## src/rtl/bet_slot_bank.sv

```systemverilog
`default_nettype none
// ============================================================================
//  Module   : bet_slot_bank
//  Purpose  : Edge-detected bet capture buffer with undo, spin lock and
//             payout clear for the roulette table.
//  Revision : 1.0  initial release
// ============================================================================
module bet_slot_bank #(
    parameter int                    NUM_SLOTS = 12,
    parameter int                    OPCODE_W  = 6,
    parameter int                    COLOR_W   = 2,
    parameter logic [OPCODE_W-1:0]   SPIN_OP   = 6'b111110,
    parameter logic [OPCODE_W-1:0]   CANCEL_OP = 6'b111111,
    localparam int                   SLOT_W    = COLOR_W + OPCODE_W,
    localparam int                   CNT_W     = $clog2(NUM_SLOTS + 1),
    localparam int                   IDX_W     = $clog2(NUM_SLOTS)
) (
    input  logic                           clock,
    input  logic                           reset,
    input  logic                           key_valid,
    input  logic [OPCODE_W-1:0]            key_opcode,
    input  logic [2:0]                     color_in,
    input  logic                           spin_done,
    input  logic [IDX_W-1:0]               rd_index,
    output logic [SLOT_W-1:0]              rd_data,
    output logic [NUM_SLOTS*SLOT_W-1:0]    slots_flat,
    output logic [NUM_SLOTS-1:0]           slot_valid,
    output logic [CNT_W-1:0]               bet_count,
    output logic                           full,
    output logic                           spin_check,
    output logic                           spin_req,
    output logic                           bet_accept,
    output logic                           bet_reject
);

    localparam logic [CNT_W-1:0] MAX_CNT = CNT_W'(NUM_SLOTS);
    localparam logic [CNT_W-1:0] ONE     = CNT_W'(1);

    typedef enum logic [0:0] {
        ST_OPEN   = 1'b0,
        ST_LOCKED = 1'b1
    } state_t;

    state_t state;
    state_t state_next;

    logic              key_valid_q;
    logic              ev;
    logic              chip_present;
    logic              is_spin;
    logic              is_cancel;
    logic              do_store;
    logic              do_cancel;
    logic              do_clear;
    logic              accept_next;
    logic              reject_next;
    logic              spin_req_next;
    logic [SLOT_W-1:0] store_data;

    assign ev           = key_valid & ~key_valid_q;
    assign chip_present = (color_in != 3'b000);
    assign is_spin      = (key_opcode == SPIN_OP);
    assign is_cancel    = (key_opcode == CANCEL_OP);
    assign store_data   = {color_in[COLOR_W-1:0], key_opcode};

    always_ff @(posedge clock) begin
        if (reset) begin
            state <= ST_OPEN;
        end else begin
            state <= state_next;
        end
    end

    always_comb begin
        state_next    = state;
        do_store      = 1'b0;
        do_cancel     = 1'b0;
        do_clear      = 1'b0;
        accept_next   = 1'b0;
        reject_next   = 1'b0;
        spin_req_next = 1'b0;
        case (state)
            ST_OPEN: begin
                if (ev) begin
                    if (is_cancel) begin
                        if (bet_count != '0) begin
                            do_cancel   = 1'b1;
                            accept_next = 1'b1;
                        end else begin
                            reject_next = 1'b1;
                        end
                    end else if (is_spin) begin
                        if (bet_count != '0) begin
                            state_next    = ST_LOCKED;
                            spin_req_next = 1'b1;
                            accept_next   = 1'b1;
                        end else begin
                            reject_next = 1'b1;
                        end
                    end else if (chip_present && (bet_count < MAX_CNT)) begin
                        do_store    = 1'b1;
                        accept_next = 1'b1;
                    end else begin
                        reject_next = 1'b1;
                    end
                end
            end
            ST_LOCKED: begin
                // spin_done wins over a simultaneous key event
                if (spin_done) begin
                    do_clear   = 1'b1;
                    state_next = ST_OPEN;
                end
                reject_next = ev;
            end
            default: begin
                state_next = ST_OPEN;
            end
        endcase
    end

    always_ff @(posedge clock) begin
        if (reset) begin
            key_valid_q <= 1'b0;
            bet_count   <= '0;
            spin_req    <= 1'b0;
            bet_accept  <= 1'b0;
            bet_reject  <= 1'b0;
        end else begin
            key_valid_q <= key_valid;
            spin_req    <= spin_req_next;
            bet_accept  <= accept_next;
            bet_reject  <= reject_next;
            if (do_clear) begin
                bet_count <= '0;
            end else if (do_store) begin
                bet_count <= bet_count + ONE;
            end else if (do_cancel) begin
                bet_count <= bet_count - ONE;
            end
        end
    end

    // Slot i is written when it is the next free slot and cleared when it is the newest bet
    for (genvar i = 0; i < NUM_SLOTS; i++) begin : g_slot
        localparam logic [CNT_W-1:0] POS      = CNT_W'(i);
        localparam logic [CNT_W-1:0] POS_NEXT = CNT_W'(i + 1);

        logic [SLOT_W-1:0] data;
        logic              valid;

        always_ff @(posedge clock) begin
            if (reset || do_clear) begin
                data  <= '0;
                valid <= 1'b0;
            end else if (do_store && (bet_count == POS)) begin
                data  <= store_data;
                valid <= 1'b1;
            end else if (do_cancel && (bet_count == POS_NEXT)) begin
                data  <= '0;
                valid <= 1'b0;
            end
        end

        assign slots_flat[i*SLOT_W +: SLOT_W] = data;
        assign slot_valid[i]                  = valid;
    end

    always_comb begin
        rd_data = '0;
        for (int i = 0; i < NUM_SLOTS; i++) begin
            if (rd_index == IDX_W'(i)) begin
                rd_data = slots_flat[i*SLOT_W +: SLOT_W];
            end
        end
    end

    assign full       = (bet_count == MAX_CNT);
    assign spin_check = (state == ST_LOCKED) && !reset;

endmodule
`default_nettype wire

```

## config.mk

```make
export PLATFORM = sky130hd
export DESIGN_NAME = bet_slot_bank
export DESIGN_NICKNAME = d
export VERILOG_FILES = /design/src/rtl/bet_slot_bank.sv
export SDC_FILE = /design/constraint.sdc
export NUM_CORES = 1
export LEC_CHECK = 0
export BUFFER_PORTS_ARGS = -buffer_cell sky130_fd_sc_hd__buf_2
export CORE_MARGIN = 4
export CORE_UTILIZATION = 36
export CTS_BUF_LIST = sky130_fd_sc_hd__clkbuf_4 sky130_fd_sc_hd__clkbuf_8 sky130_fd_sc_hd__clkbuf_16
export CTS_CLUSTER_SIZE = 24
export DETAILED_ROUTE_END_ITERATION = 7
export GPL_ROUTABILITY_DRIVEN = 0
export PLACE_DENSITY = 0.6
export SYNTH_ARGS = -nofsm -noshare
export SYNTH_HDL_FRONTEND = slang
export SYNTH_SLANG_ARGS = --single-unit
```

## constraint.sdc

```tcl
create_clock -name clock -period 2.7 [get_ports clock]
set_input_delay 0.27 -clock clock [delete_from_list [all_inputs] [get_ports clock]]
set_output_delay 0.27 -clock clock [all_outputs]
set_load 0.02 [all_outputs]
```

==> results of run 1 <==
logic make-up (layout without fill, tap and decap cells):
logic type               after synthesis  count (layout)  share of synthesized area
adder cells (fa/ha/maj)                5               5                     0.0119
XOR/XNOR                               1               1                    0.00166
buffers and inverters                 51             196                     0.0515
flip-flops                           117             117                      0.445
AND/OR/NAND/NOR                      190             190                      0.198
multiplexers                          27              27                     0.0903
AO/OA/AOI/OAI                        161             161                      0.202
sequential cells by signal, summed over array words and instances (netlist names):
register and count:
bet_count 4, bet_accept 1, key_valid_q 1, g_slot.valid 12, spin_req 1, state 1, g_slot.data 96, bet_reject 1
metal layers:
metal | global-route usage | wire, um
met5 | 0 | 0
met4 | 0.0797 | 455
met3 | 0.0502 | 1440
met2 | 0.366 | 9030
met1 | 0.283 | 7530
repair_timing:
| item | CTS | global route |
|---|---|---|
| buffers inserted | 0 | 0 |
| resized for setup | 0 | 1 |
| endpoints found under the setup margin | 0 | 7 |
how the worst max path moves through the flow:
stage | end | depth (start not counted) | startpoint | slack, ps
2_1_floorplan | rd_data[3] | 6 | rd_index[0] | 610
3_3_place_gp | g_slot[1].data[0] | 5 | state | 200
3_5_place_dp | g_slot[1].data[3] | 5 | state | 140
4_1_cts | g_slot[1].data[3] | 5 | state | 140
5_1_grt | g_slot[2].data[6] | 5 | state | 30
6_report | g_slot[2].data[4] | 5 | state | 180
power breakdown:
| part | switching, W | total [W] | internal, W |
|---|---|---|---|
| combinational | 0.000258 | 0.000372 | 0.000115 |
| clock | 0.000784 | 0.00232 | 0.00154 |
| sequential | 0.0000222 | 0.00177 | 0.00175 |
| total | 0.00106 | 0.00447 | 0.00340 |
area by class of cell:
| type | instances | area, sq um | area share |
|---|---|---|---|
| Tap cell | 180 | 225 | 0.0335 |
| Clock buffer | 25 | 529 | 0.0788 |
| Sequential cell | 117 | 2340 | 0.349 |
| Inverter | 4 | 15.0 | 0.00223 |
| Clock inverter | 7 | 91.3 | 0.0136 |
| Multi-Input combinational cell | 384 | 2670 | 0.397 |
| Timing Repair Buffer | 160 | 848 | 0.126 |
per-stage QoR:
stage,total power (W),cells,utilization,instance area [sq um],setup slack [ps]
final,0.00447,877,0.477,6720,182
after global routing,0.00461,877,0.477,6720,33.9
after CTS,0.00449,877,0.476,6720,136
after detailed placement,0.00218,845,0.432,6100,143
after global placement,0.00217,845,0.432,6100,199
after floorplan,0.00204,552,-,5270,609
worst reg2reg max path: stages, from the launching register on:
cell	delay [ps]
dfxtp_1	380
or3b_1	600
nor4_2	530
nand3_2	350
nand2_1	390
o22ai_1	140
layout by cell type (no fill, tap or decap), types with 4 or more instances in the layout:
master | Yosys | layout
buf_4 | 15 | 19
nand3_1 | 19 | 19
clkbuf_8 | 0 | 7
mux2i_1 | 7 | 7
a31oi_1 | 5 | 5
a22o_1 | 24 | 24
ha_1 | 5 | 5
nand4b_1 | 5 | 5
nand4_1 | 21 | 21
o21ai_0 | 19 | 19
o21ai_1 | 16 | 16
o22ai_1 | 45 | 45
o2bb2ai_1 | 10 | 10
nand3_4 | 4 | 4
buf_2 | 7 | 141
mux4_2 | 16 | 16
nor3_1 | 4 | 4
clkbuf_16 | 0 | 17
nor2b_1 | 6 | 6
a21oi_1 | 23 | 22
mux2_2 | 4 | 4
dfxtp_1 | 117 | 117
nand2_1 | 92 | 91
nor2_1 | 10 | 10
==> run summary, run 1 <==
hold_sp = key_valid
hpwl dp = 13500 um
WHS = 130 ps
Worst setup SP type = flip-flop
Cell Area, Synth = 0.00527 sq mm
Core ar. = 0.0141 sq mm
crit-path cells = or3b_1 -> nor4_2 -> nand3_2 -> nand2_1 -> o22ai_1
Bufs and invs on worst path = 0
critical path's slowest cell = or3b_1
WS Path Type = reg2reg
max_slew headroom = 0.465
sequential area share after synthesis = 0.445
r2r worst-path depth = 5
Post-Syn Nets = 574
final hold vios = 0
period utilization = 0.932
Synth top area share = 0.445
layout cells sized above 1 = 0.334
GRT overflow = 0
Arr. time, crit path = 2800 ps
maximum clock rate = 397 MHz
final number of setup-violating endpoints = 0
final WL = 18400 um
cell family with most CP delay = simple AND/OR/NAND/NOR gates
asr flop ratio synth = 0
Clock Path Buffers = 2
port buffer count = 141
flop-to-flop setup slack = 180 ps
post-layout min period = 2520 ps
final-layout fill cell count = 1366
actual slew at the worst max-slew pin = 803 ps
full die area = 0.0166 sq mm
largest net degree at the start of global routing = 41
Mapped Cells = 552
CTS Hold Bufs = 0
initial core utilization = 0.374
clock buffer count from CTS = 17
Initial DRT Pass Iterations = 5
R2R Path Start = state
die span in x = 129 um
Setup TNS = 0 ps
starting DRC count in detailed routing = 475
# diodes = 0
critical path data required time = 2980 ps
area grow syn2layout = 27.6%
routed via count = 5198
HP Class = in2reg
Ports = 142
Cell Pwr Density = 665 mW/mm^2
gr usage total = 0.221
via density per instance = 5.93
Synth warnings = 0
leakage dissipation = 2.84 nW
count leader, synth = dfxtp_1
WL/cell = 21.0 um
# H-tree levels = 4
status = finished clean
clock slew at reported path FFs = 50 ps
largest area contributor in the netlist = dfxtp_1
unrepaired setup endpoints after global routing = false
vias in the first global route = 4931
Post-synth EDFFs = 0
DRT antenna net count = 0
initial antenna violation count = 0
DRC violations left = 0
number of library cell types mapped by synthesis = 55
peak supply drop = 0.000427 V
clock root cell = clkbuf_16
synthesized flop and latch total = 117
Synth top cells by count = dfxtp_1 (117), nand2_1 (92), o22ai_1 (45)
Worst-Skew Late Latency = 420 ps
first-pass GRT wire length = 28300 um
FF-to-FF End = g_slot[2].data[4]
Worst Path Max Fanout = 10
Slew Limit Fails = 0
max cap viols = 0
CP endpoint kind = flip-flop
Main synth FF type = dfxtp_1
CTS sink cnt = 117
final-stage net count = 706
die span in y = 129 um
row cnt = 43
syn avg cell area = 9.54 sq um
Synth area leaders = dfxtp_1 (44%), mux4_2 (6.8%), nand2_1 (6.6%), o22ai_1 (5.3%), a22o_1 (4.0%)
Hold Path Sink = key_valid_q
WHS Path Cells = 2
CTS tree = done
clk_skew = 8.10 ps
CP max stage delay = 600 ps
Note: power is estimated with default switching activity, not from simulation.
==> run 2, diff against run 1 <==
--- a/config.mk
+++ b/config.mk
@@ -7,12 +7,13 @@
 export LEC_CHECK = 0
 export BUFFER_PORTS_ARGS = -buffer_cell sky130_fd_sc_hd__buf_2
 export CORE_MARGIN = 4
-export CORE_UTILIZATION = 36
+export CORE_UTILIZATION = 50
 export CTS_BUF_LIST = sky130_fd_sc_hd__clkbuf_4 sky130_fd_sc_hd__clkbuf_8 sky130_fd_sc_hd__clkbuf_16
 export CTS_CLUSTER_SIZE = 24
 export DETAILED_ROUTE_END_ITERATION = 7
 export GPL_ROUTABILITY_DRIVEN = 0
-export PLACE_DENSITY = 0.6
+export PLACE_DENSITY = 0.79
+export RECOVER_POWER = 100
 export SYNTH_ARGS = -nofsm -noshare
 export SYNTH_HDL_FRONTEND = slang
 export SYNTH_SLANG_ARGS = --single-unit
==> run summary, run 2 (synthesis results as in run 1) <==
status = finished clean
CP endpoint kind = flip-flop
clk_skew = 4.65 ps
Worst Path Max Fanout = 8
period utilization = 0.938
area of the multi-input gates = 0.00266 sq mm
actual slew at the worst max-slew pin = 879 ps
port buffer count = 141
CTS tree = done
Worst Slack Setup Final = 166 ps
first-pass GRT wire length = 26500 um
DRC violations left = 0
initial antenna violation count = 0
Slew Limit Fails = 0
most frequent cells in the layout = clkbuf_1 (130), dfxtp_1 (117), nand2_1 (92)
post-layout min period = 2530 ps
leakage dissipation = 2.26 nW
WL/cell = 20.3 um
DRT antenna net count = 0
Cell Pwr Density = 691 mW/mm^2
overall power = 0.00447 W
CTS Hold Bufs = 1
final hold vios = 0
Arr. time, crit path = 3000 ps
layout cells sized above 1 = 0.137
max reg flops = 96
Post-DP Area = 0.00602 sq mm
Setup TNS = 0 ps
hpwl dp = 11900 um
vias in the first global route = 5041
via density per instance = 6.26
Worst setup SP type = input port
peak supply drop = 0.000355 V
clock root cell = clkbuf_8
WS Path Type = in2reg
area grow syn2layout = 22.7%
Clock Path Buffers = 2
r2r worst-path depth = 5
die span in x = 111 um
row cnt = 37
max_slew headroom = 0.411
Core ar. = 0.0103 sq mm
# H-tree levels = 4
WHS Path Cells = 2
maximum clock rate = 395 MHz
clock slew at reported path FFs = 60 ps
clock buffer count from CTS = 17
HP Class = in2reg
Ports = 142
most common cell after layout, fill and taps aside = clkbuf_1
CTS sink cnt = 117
CTS resizes = 0
# diodes = 0
gr usage total = 0.269
Top reg by flops = g_slot.data
post-route design area = 0.00646 sq mm
max cap viols = 0
die span in y = 111 um
final WL = 16900 um
Initial DRT Pass Iterations = 5
final-layout fill cell count = 912
full die area = 0.0122 sq mm
initial core utilization = 0.513
GRT overflow = 0
largest net degree at the start of global routing = 41
Top Registers = g_slot.data (96), g_slot.valid (12), bet_count (4)
Worst-Skew Late Latency = 530 ps
starting DRC count in detailed routing = 485
critical path data required time = 3170 ps
final number of setup-violating endpoints = 0
FF+latch area = 0.00234 sq mm
final-stage net count = 703
Place WS = 356 ps
unrepaired setup endpoints after global routing = false
Post CTS Setup Buffer Count = 0
routed via count = 5195
run 2: worst paths after layout:
kind	slack, ps	endpoint	startpoint
setup / recovery	170	g_slot[8].data[6]	key_valid
hold / removal	20	key_valid_q	reset
setup reg to reg	180	g_slot[8].data[6]	state
hold reg to reg	460	g_slot[8].valid	g_slot[8].valid
run 2: where the power goes:
| group | total, W | internal, W | switching, W |
|---|---|---|---|
| Sequential | 0.00177 | 0.00175 | 0.0000220 |
| Clock | 0.00234 | 0.00153 | 0.000810 |
| Combinational | 0.000354 | 0.000104 | 0.000250 |
| Total | 0.00447 | 0.00338 | 0.00108 |
run 2: critical path, cell delays in order:
cell	delay, ps
dlygate4sd3_1	520
clkbuf_1	150
or3b_1	490
nor3b_2	460
nand4_1	280
nor2_1	610
a22o_1	220
run 2: stage by stage:
step	hold slack (ps)	utilization	std cells
3_3_place_gp	444	0.586	797
2_1_floorplan	342	-	552
4_1_cts	16.4	0.647	830
5_1_grt	32.0	0.629	830
3_5_place_dp	446	0.586	797
6_report	23.9	0.629	830
run 2: per-layer routing:
layer | track usage | part of all wire | vias to the layer above
met5 | 0 | 0 | -
met4 | 0.112 | 0.030 | 0
met3 | 0.0789 | 0.092 | 49
met2 | 0.445 | 0.48 | 318
met1 | 0.326 | 0.39 | 2490
li1 | - | - | 2338
run 2: layout make-up:
type                    instances  share of cell area
clock inverters                13              0.0279
multi-input cells             384               0.412
clock buffers                  19              0.0674
inverters                       4             0.00232
flip-flops and latches        117               0.362
repair buffers                157               0.102
well taps                     136              0.0263
==> run 3, diff against run 2 <==
--- a/config.mk
+++ b/config.mk
@@ -6,13 +6,13 @@
 export NUM_CORES = 1
 export LEC_CHECK = 0
 export BUFFER_PORTS_ARGS = -buffer_cell sky130_fd_sc_hd__buf_2
-export CORE_MARGIN = 4
+export CORE_MARGIN = 2
 export CORE_UTILIZATION = 50
 export CTS_BUF_LIST = sky130_fd_sc_hd__clkbuf_4 sky130_fd_sc_hd__clkbuf_8 sky130_fd_sc_hd__clkbuf_16
 export CTS_CLUSTER_SIZE = 24
 export DETAILED_ROUTE_END_ITERATION = 7
 export GPL_ROUTABILITY_DRIVEN = 0
-export PLACE_DENSITY = 0.79
+export PLACE_DENSITY = 0.76
 export RECOVER_POWER = 100
 export SYNTH_ARGS = -nofsm -noshare
 export SYNTH_HDL_FRONTEND = slang
==> run summary, run 3 (synthesis results as in run 1) <==
status = finished clean
unrepaired setup endpoints after global routing = false
Core ar. = 0.0103 sq mm
Post CTS Setup Buffer Count = 0
Ports = 142
CTS tree = done
CTS resizes = 0
peak supply drop = 0.000389 V
crit-path cells = or3b_1 -> buf_2 -> nor4b_2 -> nand3_4 -> nand3_1 -> o21ai_1
max cap viols = 0
DRC violations left = 0
Cell Pwr Density = 697 mW/mm^2
HP Class = in2reg
die span in y = 107 um
die span in x = 107 um
final number of setup-violating endpoints = 0
critical path data required time = 3080 ps
port buffer count = 141
# H-tree levels = 4
Setup TNS = 0 ps
# diodes = 0
clock buffer count from CTS = 17
CTS sink cnt = 117
CP max stage delay = 780 ps
maximum clock rate = 389 MHz
GRT overflow = 0
WS Path Type = reg2reg
most frequent cells in the layout = clkbuf_1 (126), dfxtp_1 (117), nand2_1 (92)
leakage dissipation = 2.28 nW
full die area = 0.0114 sq mm
Worst-Skew Late Latency = 520 ps
Top reg by flops = g_slot.data
CP endpoint kind = flip-flop
max_slew headroom = 0.387
hpwl dp = 11900 um
Slew Limit Fails = 0
initial antenna violation count = 0
FF+latch area = 0.00234 sq mm
Worst Path Max Fanout = 17
via density per instance = 6.42
layout cells sized above 1 = 0.148
CTS Hold Bufs = 0
vias in the first global route = 4982
post-layout min period = 2570 ps
final-stage net count = 704
DRT antenna net count = 0
Final Non-Filler Cells = 831
Worst setup SP type = flip-flop
area of the multi-input gates = 0.00266 sq mm
critical path's slowest cell = nor4b_2
clk_skew = 7.23 ps
WL/cell = 20.8 um
routed via count = 5339
actual slew at the worst max-slew pin = 917 ps
clock root cell = clkbuf_8
clock slew at reported path FFs = 60 ps
starting DRC count in detailed routing = 565
Post-Place Cells = 799
Clock Path Buffers = 2
final hold vios = 0
largest net degree at the start of global routing = 41
most common cell after layout, fill and taps aside = clkbuf_1
row cnt = 37
area grow syn2layout = 22.8%
Initial DRT Pass Iterations = 5
final-layout fill cell count = 905
initial core utilization = 0.513
Arr. time, crit path = 2950 ps
max reg flops = 96
gr usage total = 0.300
final WL = 17300 um
first-pass GRT wire length = 26400 um
period utilization = 0.952
Top Registers = g_slot.data (96), g_slot.valid (12), bet_count (4)
run 3: final timing paths:
check,endpoint,cells after the start,from,slack (ps)
worst min-delay path,key_valid_q,2,reset,40
worst min register to register,g_slot[0].valid,2,g_slot[0].valid,460
worst max register to register,g_slot[7].data[2],6,state,130
worst max-delay path,g_slot[7].data[2],6,state,130
run 3: layout make-up:
cell class,count,share of cell area
multi-input cells,384,0.411
well taps,136,0.0263
clock inverters,12,0.0273
flip-flops and latches,117,0.362
repair buffers,158,0.102
inverters,4,0.00232
clock buffers,20,0.0694
run 3: where the power goes:
group	switching [W]	leakage (nW)	total [W]	internal [W]
Combinational	0.000256	1.03	0.000359	0.000102
Sequential	0.0000238	0.944	0.00178	0.00175
Clock	0.000814	0.305	0.00237	0.00156
run 3: per-layer routing:
layer	vias up	share of wire	wire length, um	GRT usage
li1	2352	-	-	-
met1	2582	0.38	6590	0.386
met2	357	0.49	8410	0.486
met3	48	0.10	1790	0.0663
met4	0	0.030	511	0.135
met5	-	0	0	0
run 3: critical path: cells and delay by family (launching register included):
family          cells  cell delay [ps]
compound gates      1              100
simple gates        4             1750
flops               1              380
buf+inv             1              200
run 3: metrics by stage:
| stage | utilization | area, sq um | hold slack [ps] | worst slack (ps) | total power, W |
|---|---|---|---|---|---|
| floorplan | - | 5270 | 342 | 609 | 0.00204 |
| global placement | 0.586 | 6030 | 446 | 439 | 0.00216 |
| detailed placement | 0.586 | 6030 | 456 | 316 | 0.00217 |
| CTS | 0.647 | 6650 | 18.7 | 266 | 0.00450 |
| global route | 0.630 | 6470 | 36.0 | 34.0 | 0.00461 |
| finish | 0.630 | 6470 | 35.9 | 129 | 0.00451 |
